--- src/rtl/hbm_rd_arbiter_pkg.sv ---
// Shared FSM state type and AXI constants for the HBM read arbiter.
package hbm_rd_arbiter_pkg;

  typedef enum logic {
    ARB   = 1'b0,
    ISSUE = 1'b1
  } arb_state_t;

  localparam logic [2:0] HBM_AXI_SIZE       = 3'b101;
  localparam logic [1:0] HBM_AXI_BURST_INCR = 2'b01;
  localparam int         HBM_DATA_BITS      = 256;
  localparam int         HBM_ADDR_BITS      = 64;
  localparam int         HBM_LEN_BITS       = 8;

  // Beats are 32 bytes wide, so the low five address bits never reach AR.
  localparam logic [HBM_ADDR_BITS-1:0] HBM_BEAT_MASK = ~64'h1F;

endpackage

--- src/rtl/hbm_rd_arbiter_if.sv ---
// Requester, AXI read and read-return signals of the HBM read arbiter.
// master = the arbiter itself, slave = requesters plus the memory side.
interface hbm_rd_arbiter_if #(
  parameter int N_REQ = 4
);
  import hbm_rd_arbiter_pkg::*;

  logic [N_REQ-1:0]              req_valid;
  logic [N_REQ-1:0]              req_ready;
  logic [N_REQ*HBM_ADDR_BITS-1:0] req_addr;
  logic [N_REQ*HBM_LEN_BITS-1:0]  req_len;

  logic [HBM_ADDR_BITS-1:0] m_axi_araddr;
  logic [HBM_LEN_BITS-1:0]  m_axi_arlen;
  logic [2:0]               m_axi_arsize;
  logic [1:0]               m_axi_arburst;
  logic                     m_axi_arvalid;
  logic                     m_axi_arready;

  logic [HBM_DATA_BITS-1:0] m_axi_rdata;
  logic [1:0]               m_axi_rresp;
  logic                     m_axi_rlast;
  logic                     m_axi_rvalid;
  logic                     m_axi_rready;

  logic [HBM_DATA_BITS-1:0] rd_data;
  logic [1:0]               rd_resp;
  logic                     rd_last;
  logic [N_REQ-1:0]         rd_valid;
  logic [N_REQ-1:0]         rd_ready;

  modport master (
    input  req_valid, req_addr, req_len,
    output req_ready,
    output m_axi_araddr, m_axi_arlen, m_axi_arsize, m_axi_arburst, m_axi_arvalid,
    input  m_axi_arready,
    input  m_axi_rdata, m_axi_rresp, m_axi_rlast, m_axi_rvalid,
    output m_axi_rready,
    output rd_data, rd_resp, rd_last, rd_valid,
    input  rd_ready
  );

  modport slave (
    output req_valid, req_addr, req_len,
    input  req_ready,
    input  m_axi_araddr, m_axi_arlen, m_axi_arsize, m_axi_arburst, m_axi_arvalid,
    output m_axi_arready,
    output m_axi_rdata, m_axi_rresp, m_axi_rlast, m_axi_rvalid,
    input  m_axi_rready,
    input  rd_data, rd_resp, rd_last, rd_valid,
    output rd_ready
  );

endinterface

--- src/rtl/hbm_rd_route_fifo.sv ---
// In-order FIFO of requester ids for bursts in flight; head id steers R beats.
module hbm_rd_route_fifo #(
  parameter int WIDTH = 2,
  parameter int DEPTH = 16
) (
  input  logic                   clk,
  input  logic                   rst,
  input  logic                   push,
  input  logic [WIDTH-1:0]       push_data,
  input  logic                   pop,
  output logic [WIDTH-1:0]       head,
  output logic                   full,
  output logic                   empty,
  output logic [$clog2(DEPTH):0] count
);

  localparam int PTR_W = $clog2(DEPTH);
  localparam logic [PTR_W-1:0] PTR_ONE = 1;
  localparam logic [PTR_W:0]   CNT_ONE = 1;
  localparam logic [PTR_W:0]   CNT_MAX = DEPTH;

  logic [WIDTH-1:0] mem [DEPTH];
  logic [PTR_W-1:0] wr_ptr;
  logic [PTR_W-1:0] rd_ptr;
  logic             do_push;
  logic             do_pop;

  assign empty   = (count == '0);
  assign full    = (count == CNT_MAX);
  assign do_pop  = pop & ~empty;
  // A pop frees the slot in the same cycle, so push is legal even when full.
  assign do_push = push & (~full | do_pop);
  assign head    = mem[rd_ptr];

  always_ff @(posedge clk or posedge rst) begin
    if (rst) begin
      wr_ptr <= '0;
      rd_ptr <= '0;
      count  <= '0;
    end else begin
      if (do_push) wr_ptr <= wr_ptr + PTR_ONE;
      if (do_pop)  rd_ptr <= rd_ptr + PTR_ONE;
      case ({do_push, do_pop})
        2'b10:   count <= count + CNT_ONE;
        2'b01:   count <= count - CNT_ONE;
        default: count <= count;
      endcase
    end
  end

  always_ff @(posedge clk) begin
    if (do_push) mem[wr_ptr] <= push_data;
  end

endmodule

--- src/rtl/hbm_rd_arbiter.sv ---
// Round-robin AR arbiter for N_REQ read requesters with in-order R routing by burst.
// Define HBM_RD_ARB_STATS_EN to add the stat_grants / stat_stall counters.
module hbm_rd_arbiter
  import hbm_rd_arbiter_pkg::*;
#(
  parameter int N_REQ           = 4,
  parameter int MAX_OUTSTANDING = 16
) (
  input  logic aclk,
  input  logic areset,
  hbm_rd_arbiter_if.master bus
`ifdef HBM_RD_ARB_STATS_EN
  ,
  output logic [N_REQ*32-1:0] stat_grants,
  output logic [31:0]         stat_stall
`endif
);

  // state | meaning
  // ARB   | search for a requester; grant only while a routing slot is free
  // ISSUE | AR registers loaded, arvalid held until arready

  localparam int ID_W  = $clog2(N_REQ);
  localparam int CNT_W = $clog2(MAX_OUTSTANDING) + 1;
  localparam logic [CNT_W-1:0] CNT_LIMIT = MAX_OUTSTANDING;

  arb_state_t               state;
  logic [ID_W-1:0]          rr_ptr;
  logic [ID_W-1:0]          ar_id;
  logic [HBM_ADDR_BITS-1:0] ar_addr;
  logic [HBM_LEN_BITS-1:0]  ar_len;
  logic                     ar_valid;

  logic [ID_W-1:0]          cand;
  logic [ID_W-1:0]          grant_id;
  logic                     grant_found;
  logic                     grant_ok;
  logic [HBM_ADDR_BITS-1:0] sel_addr;
  logic [HBM_LEN_BITS-1:0]  sel_len;

  logic                     push;
  logic                     pop;
  logic [ID_W-1:0]          head_id;
  logic                     fifo_full;
  logic                     fifo_empty;
  logic [CNT_W-1:0]         occupancy;

  always_comb begin
    grant_found = 1'b0;
    grant_id    = '0;
    cand        = '0;
    for (int k = 1; k <= N_REQ; k++) begin
      cand = ID_W'((int'(rr_ptr) + k) % N_REQ);
      if (!grant_found && bus.req_valid[cand]) begin
        grant_found = 1'b1;
        grant_id    = cand;
      end
    end
  end

  assign grant_ok = (state == ARB) && grant_found && !fifo_full;
  assign sel_addr = bus.req_addr[int'(grant_id)*HBM_ADDR_BITS +: HBM_ADDR_BITS];
  assign sel_len  = bus.req_len[int'(grant_id)*HBM_LEN_BITS +: HBM_LEN_BITS];

  // Gated by reset so a requester holding valid sees no ready while in reset.
  always_comb begin
    bus.req_ready = '0;
    if (grant_ok && !areset) bus.req_ready[grant_id] = 1'b1;
  end

  always_ff @(posedge aclk or posedge areset) begin
    if (areset) begin
      state    <= ARB;
      rr_ptr   <= ID_W'(N_REQ - 1);
      ar_id    <= '0;
      ar_addr  <= '0;
      ar_len   <= '0;
      ar_valid <= 1'b0;
    end else begin
      case (state)
        ARB: begin
          if (grant_ok) begin
            rr_ptr   <= grant_id;
            ar_id    <= grant_id;
            ar_addr  <= sel_addr & HBM_BEAT_MASK;
            ar_len   <= sel_len;
            ar_valid <= 1'b1;
            state    <= ISSUE;
          end
        end
        ISSUE: begin
          if (bus.m_axi_arready) begin
            ar_valid <= 1'b0;
            state    <= ARB;
          end
        end
        default: state <= ARB;
      endcase
    end
  end

  assign bus.m_axi_araddr  = ar_addr;
  assign bus.m_axi_arlen   = ar_len;
  assign bus.m_axi_arsize  = HBM_AXI_SIZE;
  assign bus.m_axi_arburst = HBM_AXI_BURST_INCR;
  assign bus.m_axi_arvalid = ar_valid;

  assign push = ar_valid & bus.m_axi_arready;
  assign pop  = bus.m_axi_rvalid & bus.m_axi_rready & bus.m_axi_rlast;

  hbm_rd_route_fifo #(
    .WIDTH (ID_W),
    .DEPTH (MAX_OUTSTANDING)
  ) u_fifo (
    .clk       (aclk),
    .rst       (areset),
    .push      (push),
    .push_data (ar_id),
    .pop       (pop),
    .head      (head_id),
    .full      (fifo_full),
    .empty     (fifo_empty),
    .count     (occupancy)
  );

  a_occupancy_bound: assert property (@(posedge aclk) disable iff (areset)
    occupancy <= CNT_LIMIT);

  // Beats arriving with nothing in flight are left stalled on the bus.
  always_comb begin
    bus.rd_valid = '0;
    if (!fifo_empty) bus.rd_valid[head_id] = bus.m_axi_rvalid;
  end

  assign bus.m_axi_rready = !fifo_empty & bus.rd_ready[head_id];
  assign bus.rd_data      = bus.m_axi_rdata;
  assign bus.rd_resp      = bus.m_axi_rresp;
  assign bus.rd_last      = bus.m_axi_rlast;

`ifdef HBM_RD_ARB_STATS_EN
  logic [31:0] grant_cnt [N_REQ];

  always_ff @(posedge aclk or posedge areset) begin
    if (areset) begin
      for (int i = 0; i < N_REQ; i++) grant_cnt[i] <= '0;
      stat_stall <= '0;
    end else begin
      if (push && grant_cnt[ar_id] != '1) grant_cnt[ar_id] <= grant_cnt[ar_id] + 32'd1;
      if (state == ARB && fifo_full && |bus.req_valid && stat_stall != '1)
        stat_stall <= stat_stall + 32'd1;
    end
  end

  for (genvar gi = 0; gi < N_REQ; gi++) begin : g_stat
    assign stat_grants[gi*32 +: 32] = grant_cnt[gi];
  end
`endif

endmodule
--- src/flat_wrapper.sv ---
// flat-port wrapper written by rule: the top's interface ports become plain ports
module hbm_rd_arbiter_flat import hbm_rd_arbiter_pkg::*;
#(
  parameter int N_REQ           = 4,
  parameter int MAX_OUTSTANDING = 16
)
  (aclk, areset, bus_req_valid, bus_req_addr, bus_req_len, bus_req_ready, bus_m_axi_araddr, bus_m_axi_arlen, bus_m_axi_arsize, bus_m_axi_arburst, bus_m_axi_arvalid, bus_m_axi_arready, bus_m_axi_rdata, bus_m_axi_rresp, bus_m_axi_rlast, bus_m_axi_rvalid, bus_m_axi_rready, bus_rd_data, bus_rd_resp, bus_rd_last, bus_rd_valid, bus_rd_ready);
  hbm_rd_arbiter_if #(.N_REQ(N_REQ)) bus_i ();
  input  logic aclk;
  input  logic areset;
  input wire logic [$bits(bus_i.req_valid)-1:0] bus_req_valid;
  input wire logic [$bits(bus_i.req_addr)-1:0] bus_req_addr;
  input wire logic [$bits(bus_i.req_len)-1:0] bus_req_len;
  output wire logic [$bits(bus_i.req_ready)-1:0] bus_req_ready;
  output wire logic [$bits(bus_i.m_axi_araddr)-1:0] bus_m_axi_araddr;
  output wire logic [$bits(bus_i.m_axi_arlen)-1:0] bus_m_axi_arlen;
  output wire logic [$bits(bus_i.m_axi_arsize)-1:0] bus_m_axi_arsize;
  output wire logic [$bits(bus_i.m_axi_arburst)-1:0] bus_m_axi_arburst;
  output wire logic [$bits(bus_i.m_axi_arvalid)-1:0] bus_m_axi_arvalid;
  input wire logic [$bits(bus_i.m_axi_arready)-1:0] bus_m_axi_arready;
  input wire logic [$bits(bus_i.m_axi_rdata)-1:0] bus_m_axi_rdata;
  input wire logic [$bits(bus_i.m_axi_rresp)-1:0] bus_m_axi_rresp;
  input wire logic [$bits(bus_i.m_axi_rlast)-1:0] bus_m_axi_rlast;
  input wire logic [$bits(bus_i.m_axi_rvalid)-1:0] bus_m_axi_rvalid;
  output wire logic [$bits(bus_i.m_axi_rready)-1:0] bus_m_axi_rready;
  output wire logic [$bits(bus_i.rd_data)-1:0] bus_rd_data;
  output wire logic [$bits(bus_i.rd_resp)-1:0] bus_rd_resp;
  output wire logic [$bits(bus_i.rd_last)-1:0] bus_rd_last;
  output wire logic [$bits(bus_i.rd_valid)-1:0] bus_rd_valid;
  input wire logic [$bits(bus_i.rd_ready)-1:0] bus_rd_ready;
  assign bus_i.req_valid = bus_req_valid;
  assign bus_i.req_addr = bus_req_addr;
  assign bus_i.req_len = bus_req_len;
  assign bus_req_ready = bus_i.req_ready;
  assign bus_m_axi_araddr = bus_i.m_axi_araddr;
  assign bus_m_axi_arlen = bus_i.m_axi_arlen;
  assign bus_m_axi_arsize = bus_i.m_axi_arsize;
  assign bus_m_axi_arburst = bus_i.m_axi_arburst;
  assign bus_m_axi_arvalid = bus_i.m_axi_arvalid;
  assign bus_i.m_axi_arready = bus_m_axi_arready;
  assign bus_i.m_axi_rdata = bus_m_axi_rdata;
  assign bus_i.m_axi_rresp = bus_m_axi_rresp;
  assign bus_i.m_axi_rlast = bus_m_axi_rlast;
  assign bus_i.m_axi_rvalid = bus_m_axi_rvalid;
  assign bus_m_axi_rready = bus_i.m_axi_rready;
  assign bus_rd_data = bus_i.rd_data;
  assign bus_rd_resp = bus_i.rd_resp;
  assign bus_rd_last = bus_i.rd_last;
  assign bus_rd_valid = bus_i.rd_valid;
  assign bus_i.rd_ready = bus_rd_ready;
  hbm_rd_arbiter #(.N_REQ(N_REQ), .MAX_OUTSTANDING(MAX_OUTSTANDING)) u_core (.aclk(aclk), .areset(areset), .bus(bus_i));
endmodule
--- config.mk ---
export PLATFORM = sky130hd
export DESIGN_NAME = hbm_rd_arbiter_flat
export DESIGN_NICKNAME = d
export VERILOG_FILES = /design/src/rtl/hbm_rd_arbiter_pkg.sv /design/src/rtl/hbm_rd_arbiter_if.sv /design/src/rtl/hbm_rd_route_fifo.sv /design/src/rtl/hbm_rd_arbiter.sv /design/src/flat_wrapper.sv
export SDC_FILE = /design/constraint.sdc
export NUM_CORES = 1
export LEC_CHECK = 0
export BUFFER_PORTS_ARGS = -buffer_cell sky130_fd_sc_hd__buf_2
export CAP_MARGIN = 10
export CORE_AREA = 2 2 357 359
export CTS_CLUSTER_DIAMETER = 120
export DETAILED_ROUTE_END_ITERATION = 8
export DIE_AREA = 0 0 359 361
export GPL_TIMING_DRIVEN = 0
export PLACE_DENSITY = 0.33
export SYNTH_ARGS = -nofsm -noshare
export SYNTH_HDL_FRONTEND = slang
export SYNTH_SLANG_ARGS = --single-unit
--- constraint.sdc ---
create_clock -name aclk -period 5.6 [get_ports aclk]
set_input_delay 1.12 -clock aclk [delete_from_list [all_inputs] [get_ports aclk]]
set_output_delay 1.12 -clock aclk [all_outputs]
set_load 0.01 [all_outputs]
* Word-level counts from Yosys, hierarchy flattened
Memories as Yosys holds them, arrays and structs flattened.
Index checks and enable logic that the tools add are counted.
** Operators by class
- Add/sub/neg operators :: 8
- Order comparisons :: 8
- Eq/ne operators :: 5
- Shift operators :: 2
- Multiplexer cells :: 33
- Bitwise operators :: 11
- Reduce and logical (&&, ||, !) cells :: 18
** Operators with widths (count)
- $shiftx 256x9->64 :: 1
- $shiftx 32x6->8 :: 1
- $lt 2x3->1 const B :: 6
- $mux 1 :: 17
- $bmux 1 s2 :: 5
- $pmux 5 s2 :: 1
- $add 4x1->4 const B :: 2
- $logic_and 1x1->1 :: 8
- $mux 2 :: 4
- $mux 4 :: 2
- $and 1x1->1 :: 6
- $logic_not 1->1 :: 6
- $add 5x1->5 const B :: 1
- $eq 5x5->1 const B :: 1
- $logic_not 5->1 :: 1
- $sub 5x1->5 const B :: 1
- $add 2x1->2 const B :: 2
- $add 2x2->2 const B :: 2
- $and 4x4->4 :: 1
- $demux 1 s2 :: 2
- $ge 2x1->1 const B :: 2
- $pmux 1 s2 :: 2
- $reduce_and 2->1 :: 2
- $not 1->1 :: 3
- other kinds (6) :: 6
** Storage, ports and cells
- Register bits :: 86
- Memory bits (writable) :: 32
- Input port bits :: 559
- Output and inout port bits :: 346
- Word-level logic and storage cells :: 95
- Memories :: 1
** Memories
- u_core.u_fifo.mem :: depth 16, width 2, rd ports 1, clocked after Yosys merged registers in 0, write ports 1, RTL line hbm_rd_route_fifo.sv:22 : logic [WIDTH-1:0] mem [DEPTH];

* Longest topological paths before layout
- Word-level depth :: 18
- Gate-level depth with buffers :: 15
- Mapped depth without buffers :: 13

* Modules after synthesis
A second synthesis with hierarchy kept.
** Unflattened totals
- Cells, all modules :: 1094
- Area, all modules :: 9950.8 µm²
** Modules (own cells, without submodules)
- hbm_rd_arbiter :: instances 1, cells an instance 933, area each 7706.1 µm², sequential area each 1829.3 µm²
- hbm_rd_route_fifo :: instances 1, cells an instance 161, area each 2244.7 µm², sequential area each 1286.2 µm²

* Worst setup path after synthesis
No wires, ideal clock.
- Path kind :: input to output
- Start point :: input port bus_req_valid[2]
- End point :: output port bus_req_ready[1]
- Arrival time :: 2.523 ns
- Data required time :: 4.480 ns
- Path slack :: 1.957 ns
- Stages on the path :: 4
- Buffers on the path :: 2
- Path through :: o31ai_1 clkbuf_1 clkbuf_1 nor4b_1
** On the way
- Word-level cells in the longest chain between the ends :: 17
- Elaborated cells between the ends (all ways) :: 31
- Those cells by class :: order compare (2); mux (19); reduce/logical (10)
** Ends and longest elaborated chain
- start, declared :: RTL line flat_wrapper.sv:11 : input wire logic [$bits(bus_i.req_valid)-1:0] bus_req_valid;
- $bmux 1 s2 :: RTL line hbm_rd_arbiter.sv:54 : if (!grant_found && bus.req_valid[cand]) begin
- $mux 1 (implied by the code) :: RTL line hbm_rd_arbiter.sv:54
- $mux 1 :: RTL line hbm_rd_arbiter.sv:54
- $logic_not 1->1 :: RTL line hbm_rd_arbiter.sv:54
- $logic_and 1x1->1 :: RTL line hbm_rd_arbiter.sv:54
- $mux 1 :: RTL line hbm_rd_arbiter.sv:54
- $logic_not 1->1 :: RTL line hbm_rd_arbiter.sv:54
- $logic_and 1x1->1 :: RTL line hbm_rd_arbiter.sv:54
- $mux 1 :: RTL line hbm_rd_arbiter.sv:54
- $logic_not 1->1 :: RTL line hbm_rd_arbiter.sv:54
- $logic_and 1x1->1 :: RTL line hbm_rd_arbiter.sv:54
- $mux 2 :: RTL line hbm_rd_arbiter.sv:54
- $lt 2x3->1 (implied by the code) or $ge 2x1->1 (tied branches) :: RTL line hbm_rd_arbiter.sv:68 : if (grant_ok && !areset) bus.req_ready[grant_id] = 1'b1;
- $logic_and 1x1->1 (implied by the code) :: RTL line hbm_rd_arbiter.sv:68
- $mux 1 (implied by the code) :: RTL line hbm_rd_arbiter.sv:68
- $demux 1 s2
- $mux 4 * :: RTL line hbm_rd_arbiter.sv:68
- end, declared :: RTL line flat_wrapper.sv:14 : output wire logic [$bits(bus_i.req_ready)-1:0] bus_req_ready;
Mark *: on every way between the ends. The rest lies on a longest branch, timed or not. The select of a mux whose other input is x is not followed.

* Worst setup path after layout
- Start point :: register u_core.u_fifo.count[0]
- End point :: output port bus_req_ready[2]
** On the way
- Word-level cells in the longest chain between the ends :: 5
** Ends and longest elaborated chain
- start, declared :: RTL line hbm_rd_route_fifo.sv:14 : output logic [$clog2(DEPTH):0] count
- start signal, assigned :: RTL line hbm_rd_route_fifo.sv:44 : 2'b10: count <= count + CNT_ONE;
- start signal, assigned :: RTL line hbm_rd_route_fifo.sv:45 : 2'b01: count <= count - CNT_ONE;
- start signal, assigned :: RTL line hbm_rd_route_fifo.sv:46 : default: count <= count;
- $eq 5x5->1 :: RTL line hbm_rd_route_fifo.sv:29 : assign full = (count == CNT_MAX);
- $logic_not 1->1 :: RTL line hbm_rd_arbiter.sv:61 : assign grant_ok = (state == ARB) && grant_found && !fifo_full;
- $logic_and 1x1->1 :: RTL line hbm_rd_arbiter.sv:61
- $logic_and 1x1->1 :: RTL line hbm_rd_arbiter.sv:68
- $mux 4 :: RTL line hbm_rd_arbiter.sv:68
No other way between the ends.

==> results.py <==
metrics = {
    "global_route": {
        "overflow": 0,
        "grt_start_max_net_pins": 48,
        "grt_util_all_layers_pct": 10.2,
        "antenna_found_initial": 34,
        "grt_pass1_vias": 10252,
        "grt_pass1_wl_um": 88300,
    },
    "sta": {
        "tightest_slew_ns": 1.02,
        "slew_violations": 0,
        "setup_tns_ns": 0,
        "rsz0062_at_grt": "false",
        "max_freq_ghz": 0.198,
        "setup_violations": 0,
        "hold_viol": 0,
        "timing.final.crit_share_pct": 90.3,
        "min_period_ns": 5.06,
        "skew_ns": 0.0241,
        "final.setup.worst_slack_ns": 0.541,
        "slew_headroom_pct": 31.4,
        "fin_hold_ws_ns": 0.477,
    },
    "placed_design": {
        "hpwlAfterDp_um": 59800,
        "dp_slack_ns": 0.468,
        "place_area_um2": 14300,
        "dp_cells": 3474,
        "gp_congestion": 0.828,
        "io_buffers": 616,
    },
    "routing": {
        "routed_via_density": 2.95,
        "vias": 10375,
        "wl_um": 68600,
        "drcViolationCount": 0,
        "postRouteAntennaNets": 0,
        "drt-initial-drc-count": 678,
        "wl_per_cell_um": 19.5,
        "first_pass_iters": 4,
    },
    "layout": {
        "drive_gt1_share_pct": 51.1,
        "post-route-util_pct": 11.9,
        "final_cells": 3515,
        "final_area_um2": 14900,
        "regArea_um2": 3120,
        "final_cell_mix": "buf_2 (618), nand2_1 (413), buf_4 (270)",
        "area_growth_pct": 65.2,
        "final_common_cell": "buf_2",
        "fill_cells": 14612,
        "multiInputGateArea_um2": 3610,
        "nets": 2411,
    },
    "synth": {
        "synthTopCellsByArea": "dfrtp_1 (23%), buf_4 (22%), nand2_1 (17%)",
        "synth_area_um2": 9010,
        "yosys.cell_types.count": 44,
        "seq_area_frac_synth_pct": 34.6,
        "yosysTopAreaCell": "dfrtp_1",
        "synth_edf_count": 32,
        "synth_warnings": 0,
        "yosysTopAreaCellShare_pct": 23.3,
        "syn_inst": 1196,
        "async_flop_share_pct": 72.9,
        "syn_avg_cell_area_um2": 7.54,
        "ys_ff_latch": 118,
        "synth_ff_type": "dfrtp_1",
    },
    "worst_setup_path": {
        "slowest_delay_ns": 0.67,
        "worst-endpoint-required_ns": 4.48,
        "worstPathMaxFanout": 11,
        "end_kind": "output port",
        "crit_path_start": "u_core.u_fifo.count[0]$_DFFE_PP0P_",
        "critPathKind": "register to output port",
        "worstPathArrival_ns": 3.94,
        "critPathLaunchType": "register",
        "r2r_start": "u_core.u_fifo.rd_ptr[1]$_DFFE_PP0P_",
        "cp_top_family": "buffers and inverters",
        "cp_slowest_cell": "clkbuf_1",
        "crit_buf_inv": 4,
        "critical_path.cell_chain": "nor4_1 > and2_1 > a211o_1 > clkbuf_2 > clkbuf_1 > clkbuf_1 > nor4_1 > buf_2",
    },
    "floorplanning": {
        "die_w_um": 359,
        "rows": 130,
        "dieArea_um2": 130000,
        "core_um2": 125000,
        "start_util_pct": 7.19,
        "die_h_um": 361,
        "boundaryPins": 905,
    },
    "clock_tree": {
        "cts_buffers": 17,
        "clk_pin_slew_worst_paths_ns": 0.07,
        "root_buffer": "clkbuf_16",
        "h-tree-depth": 4,
        "insertion_delay_ns": 0.49,
        "postCtsResizedCells": 0,
        "cts_tree": "done",
        "clock_path_buffers": 2,
        "cts_setup_buffers": 0,
        "holdBufCountCts": 0,
        "cts_sinks": 118,
    },
    "job": {
        "drv_cap": 0,
    },
    "pwr": {
        "fin_total_pwr_mw": 6.48,
        "powerDensity_nw_per_um2": 435,
        "leakage_nw": 7.45,
        "max-vdd-ir-drop_mv": 0.240,
    },
    "hold_path": {
        "hold_class": "register to register",
        "min-delay-start": "u_core.bus.m_axi_araddr[59]$_DFFE_PP0P_",
    },
    "outcome": {
        "status": "completed",
    },
}
cell type report:
cell class              instances  share of cell area (%)
flip-flops and latches        118                    20.9
well taps                    1650                    13.9
plain buffers                 335                    15.4
inverters                      13                   0.361
clock inverters                13                   0.739
diodes                          9                   0.151
clock buffers                  19                    3.05
repair buffers                620                    21.3
multi-input cells             738                    24.2
synth_stat cells, drive strengths merged, types with 2 or more instances:
master	instances
and2	3
inv	13
a21oi	5
xor2	4
and3	19
nand4	3
clkbuf	55
a21o	3
o2bb2ai	2
nor2	9
o22ai	2
nor4	3
mux4	9
nor2b	2
nand3	70
ha	8
o21ai	141
nand2	413
mux2	6
dfstp	2
dfrtp	84
mux2i	8
xnor2	6
buf	280
nor4b	2
conb	2
edfxtp	32
path summary, 6_finish.rpt:
kind	end	slack, ns	cells past startpoint
max	bus_req_ready[2]	0.54	8
min	u_core.bus.m_axi_araddr[59]$_DFFE_PP0P_	0.48	2
max reg2reg	u_core.u_fifo.count[4]$_DFFE_PP0P_	1.74	14
min reg2reg	u_core.bus.m_axi_araddr[59]$_DFFE_PP0P_	0.48	2
max in group asynchronous	u_core.bus.m_axi_araddr[16]$_DFFE_PP0P_	4.21	3
min in group asynchronous	u_core.bus.m_axi_araddr[45]$_DFFE_PP0P_	0.70	2
tightest hold or removal path: cells and delay by family, from the launching register on:
| kind | cells | cell delay (ns) |
|---|---|---|
| flops | 1 | 0.34 |
| compound gates | 1 | 0.06 |
| simple gates | 1 | 0.05 |
metal layers:
metal | vias to the layer above | share of wire (%) | track usage, %
li1 | 4925 | - | -
met1 | 4897 | 46 | 13.7
met2 | 491 | 45 | 15.7
met3 | 52 | 7.2 | 3.08
met4 | 10 | 1.8 | 2.52
met5 | - | 0.080 | 0
power by group:
part	switching [mW]	internal, mW
Clock	0.575	0.605
Sequential	0.241	1.27
Combinational	2.55	1.23
Total	3.37	3.11
registers in the layout, summed over array words and instances (netlist names):
register,flops
u_core.u_fifo.mem,32
u_core.state,1
u_core.rr_ptr,2
u_core.u_fifo.count,5
u_core.u_fifo.rd_ptr,4
u_core.bus.m_axi_araddr,59
u_core.u_fifo.wr_ptr,4
u_core.ar_id,2
u_core.bus.m_axi_arvalid,1
u_core.bus.m_axi_arlen,8
logic make-up (layout without fill, tap and decap cells):
logic type,after synthesis,count (layout),share of synthesized area [%]
buf+inv,348,1000,25.9
xor+xnor,10,10,0.972
compound gates,157,157,9.08
simple gates,529,529,24.1
other cells,2,19,0.0833
mux,23,23,3.97
fa+ha+maj,9,9,1.33
flops,118,118,34.6
No activity file was read; power rests on OpenSTA's default activity.
